<file path="config.mk">
export PLATFORM = sky130hd
export DESIGN_NAME = word_serializer
export DESIGN_NICKNAME = d
export VERILOG_FILES = /design/src/rtl/hw5_pkg.sv /design/src/rtl/piso_shreg.sv /design/src/rtl/word_serializer.sv
export SDC_FILE = /design/constraint.sdc
export NUM_CORES = 1
export LEC_CHECK = 0
export ABC_AREA = 1
export CORE_AREA = 2 2 40 42
export DETAILED_ROUTE_END_ITERATION = 7
export DIE_AREA = 0 0 42 44
export PLACE_DENSITY = 0.71
export SLEW_MARGIN = 10
export SYNTH_ARGS = -nofsm -noshare
export SYNTH_HDL_FRONTEND = slang
export SYNTH_HIERARCHICAL = 1
export SYNTH_SLANG_ARGS = --single-unit
</file>
<file path="constraint.sdc">
create_clock -name clock -period 1.8 [get_ports clock]
set_clock_uncertainty 0.1 [all_clocks]
set_input_delay 0.36 -clock clock [delete_from_list [all_inputs] [get_ports clock]]
set_output_delay 0.36 -clock clock [all_outputs]
set_load 0.005 [all_outputs]
</file>
<file path="src/rtl/hw5_pkg.sv">
// Shared types for the serial front-end of the three-zeros detector.
package hw5_pkg;

  typedef enum logic {SER_IDLE, SER_SHIFT} ser_state_t;

  // Idle line level: a run of ones cannot look like a zero run downstream.
  localparam logic SER_IDLE_BIT = 1'b1;

endpackage

</file>
<file path="src/rtl/piso_shreg.sv">
// WIDTH-bit parallel-in/serial-out register; head is the bit currently on the line.
// Latency 1 from load to head; no flow control of its own (the top decides when to load/shift).
module piso_shreg #(
  parameter int   WIDTH     = 8,
  parameter bit   MSB_FIRST = 1'b1,
  parameter logic FILL      = 1'b1
) (
  input  logic             clock,
  input  logic             clear,
  input  logic             load,
  input  logic             shift,
  input  logic [WIDTH-1:0] data_in,
  output logic             head
);

  logic [WIDTH-1:0] sr;

  // After WIDTH shifts the register holds only FILL, so head returns to the idle level by itself.
  always_ff @(posedge clock) begin
    if (clear) begin
      sr <= {WIDTH{FILL}};
    end else if (load) begin
      sr <= data_in;
    end else if (shift) begin
      if (MSB_FIRST) begin
        sr <= {sr[WIDTH-2:0], FILL};
      end else begin
        sr <= {FILL, sr[WIDTH-1:1]};
      end
    end
  end

  assign head = MSB_FIRST ? sr[WIDTH-1] : sr[0];

endmodule

</file>
<file path="src/rtl/word_serializer.sv">
// Serializes WIDTH-bit words onto b, first bit one cycle after the accepting edge.
// ready drops while a word is shifting and returns in its last-bit cycle, so words chain gap-free.
module word_serializer
  import hw5_pkg::*;
#(
  parameter int   WIDTH     = 8,
  parameter bit   MSB_FIRST = 1'b1,
  parameter logic IDLE_BIT  = SER_IDLE_BIT
) (
  input  logic             clock,
  input  logic             reset,
  input  logic [WIDTH-1:0] data_in,
  input  logic             load,
  output logic             ready,
  output logic             b,
  output logic             bit_valid,
  output logic             busy,
  output logic             done
);

  localparam int               CNT_W = $clog2(WIDTH);
  localparam logic [CNT_W-1:0] LAST  = CNT_W'(WIDTH - 1);

  ser_state_t       state;
  ser_state_t       state_next;
  logic [CNT_W-1:0] count;
  logic [CNT_W-1:0] count_next;
  logic             last;
  logic             capture;

  assign last = (count == LAST);

  always_ff @(posedge clock) begin
    if (reset) begin
      state     <= SER_IDLE;
      count     <= '0;
      bit_valid <= 1'b0;
    end else begin
      state     <= state_next;
      count     <= count_next;
      bit_valid <= (state_next == SER_SHIFT);
    end
  end

  always_comb begin
    state_next = state;
    count_next = count;
    ready      = 1'b0;
    done       = 1'b0;
    capture    = 1'b0;
    case (state)
      SER_IDLE: begin
        ready = 1'b1;
        if (load) begin
          capture    = 1'b1;
          state_next = SER_SHIFT;
          count_next = '0;
        end
      end
      SER_SHIFT: begin
        if (last) begin
          ready      = 1'b1;
          done       = 1'b1;
          count_next = '0;
          if (load) begin
            capture = 1'b1;
          end else begin
            state_next = SER_IDLE;
          end
        end else begin
          count_next = count + 1'b1;
        end
      end
      default: begin
        state_next = SER_IDLE;
        count_next = '0;
      end
    endcase
  end

  assign busy = (state == SER_SHIFT);

  piso_shreg #(
    .WIDTH     (WIDTH),
    .MSB_FIRST (MSB_FIRST),
    .FILL      (IDLE_BIT)
  ) u_shreg (
    .clock   (clock),
    .clear   (reset),
    .load    (capture),
    .shift   (busy),
    .data_in (data_in),
    .head    (b)
  );

endmodule

</file>
==> run metrics <==
Seq/Total Area, Yosys around two fifths; HP Class reg -> reg; Worst-Margin Slew roughly 430 ps; leakage about 0.37 nW; total grt overflow 0; part of the power in combinational logic 18.1%; RePlAce Congestion 0.679; crit end category output port; antenna violations before repair 0; Layout area overhead 35.7%; synth unique cells 12; Post-Syn Area per Cell 7.31 um2; via count 563; RSZ-0062 raised after global routing false; Switching Share between 20% and 30%; vias in the first global route 486; Worst-path clk slew 80 ps; min-delay src u_shreg/sr[7]; hold_buf cts 0; Bufs on Longest Clock Path 2; setup TNS 0 ps; number of diodes 0; Root Buffer clkbuf_4; H-tree levels 1; cell depth of the worst hold path 2; final setup fails 0; Final Hold Viols 0; final period utilization about 93%; # Max-Cap Violations 0; CP Depth 5; post-synthesis cell area approximately 590 um2; Synth Instances between 80 and 90; post-DR wirelength/cell roughly 10 um; max incr delay on CP 340 ps; Starting Density a little over two fifths; Worst VDD drop about 0.00050 V; Initial DRT Pass Iterations 3; total power draw approximately 0.64 mW; maximum clock frequency around 600 MHz; Die H roughly 44 um; Hold Path Sink u_shreg/sr[7]; global-route wire length before repair 2.01 mm; TritonCTS clock tree yes; RR Endpoint u_shreg/sr[0]; pwr dens roughly 800 nW/um2; Sw Pwr approximately 0.17 mW; Final nets approximately 110; Seq cells post-synth 12; Synth top area share a little over 40%; reg2reg setup slack between 300 and 400 ps; critical path fanouts, max 2; CP arrival approximately 1200 ps; most frequent cell on the critical path ha_4; critical path's slowest cell dfxtp_2; Rel. slew slack a little under three quarters; worst skew pair latency about 280 ps; io pins 16; Reg power frac a little under half; core area approximately 1400 um2; final WL ~1.2 mm; Area contributors post-synth dfxtp_1, nand2_1, nand3_1; DR vias/cell slightly below 5; placed instance count 110; Clk pwr share 34.5%; CP top delay family flip-flops; Worst R2R Path Depth 9; row cnt 14; P_int between 0.4 and 0.5 mW; Post-DRT Antenna Nets 0; status finished clean; post-CTS setup buffers 0; total track usage roughly 16%; CP Launch Point count[1]; Non-Filler Instances about 110; Die Area 1850 um2; Bufs and invs on worst path 2; Net Count, Synth 95; Die X 42 um; port bufs 15; largest net degree at the start of global routing 13; CTS Sinks 12; initial DRC count 10; share of post-route cells with drive strength above 1 roughly 14%; CP Cell Sequence ha_4 -> ha_4 -> nand2_1 -> inv_1 -> clkdlybuf4s15_1; Pins Over Slew Limit 0; yosys warns 6; CTS Buf Count 3; critical path class reg -> out; Worst Path Required approximately 1300 ps; cell taking the most area after synthesis dfxtp_1; DRC viols 0; R2R Path Start count[1]; post-layout min period around 1700 ps; startpoint types flip-flop
-- sequential cells by signal, indices dropped and copies added (netlist names) --
signal	flops
u_shreg/sr	8
busy	1
count	3
-- cells by family (layout without fill, tap and decap cells) --
| group | Yosys count | after routing | synth area share, % |
|---|---|---|---|
| AND/OR/NAND/NOR | 41 | 41 | 31.7 |
| buffers and inverters | 14 | 31 | 12.0 |
| flip-flops | 12 | 12 | 40.6 |
| adder cells (fa/ha/maj) | 3 | 3 | 6.34 |
| AO/OA/AOI/OAI | 11 | 11 | 9.30 |
-- stage by stage --
stage	util [%]	cell area [um2]	hold slack, ps	worst slack [ps]
finish	56.6	803	374	126
global route	56.6	803	393	51.1
CTS	56.1	796	377	23.1
detailed placement	52.4	743	357	71.5
global placement	52.4	743	355	84.2
floorplan	-	592	329	383
-- synth_stat cells --
library cell,number
inv_2,1
nor2_1,3
nor2_8,1
nand2_1,23
dfxtp_1,12
inv_1,9
buf_4,1
buf_1,1
nand3_1,14
a21oi_1,11
ha_1,3
buf_6,2
-- metal layers --
layer  routed length (um)  part of all wire (%)  track usage [%]
met3                   80                   6.7             7.92
met1                  494                    41             15.2
met2                  574                    48             25.3
met5                    0                     0                0
met4                   42                   3.5             13.5
-- layout by cell type (no fill, tap or decap), types with 2 or more instances in the layout --
cell type | synthesis | layout
nand2_1 | 23 | 23
a21oi_1 | 11 | 11
ha_4 | 0 | 2
nand3_1 | 14 | 14
buf_4 | 1 | 2
clkdlybuf4s50_1 | 0 | 13
dfxtp_2 | 0 | 3
dfxtp_1 | 12 | 9
inv_1 | 9 | 9
nor2_1 | 3 | 3
clkbuf_4 | 0 | 3
-- final cells by class --
class / count / area, um2
fillers: 140 / 616
repair buffers: 17 / 160
flip-flops and latches: 12 / 244
clock buffers: 4 / 36.3
well taps: 16 / 20.0
inverters: 10 / 37.5
multi-input cells: 55 / 305
-- power by group through the flow --
stage	combinational (mW)	sequential (mW)	clock (mW)
final	0.115	0.303	0.220
after global routing	0.129	0.306	0.246
after CTS	0.117	0.302	0.231
after detailed placement	0.116	0.307	0
after global placement	0.114	0.306	0
after floorplan	0.0720	0.305	0
-- worst max path at each step --
stage / endpoint / slack, ps
2_1_floorplan: u_shreg/sr[0] / 380
3_3_place_gp: done / 80
3_5_place_dp: ready / 70
4_1_cts: bit_valid / 20
5_1_grt: done / 50
6_report: done / 130
-- worst min-delay path: stages (launching register included) --
cell and delay [ps]:
dfxtp_1 330, nand2_1 50, nand3_1 60
-- what timing repair did --
item / in CTS / in global routing
endpoints found under the hold margin: 0 / 0
pin swaps: 0 / 1
setup endpoints to repair: 2 / 4
gates resized for setup: 8 / 4
No activity file was read; power rests on OpenSTA's default activity.
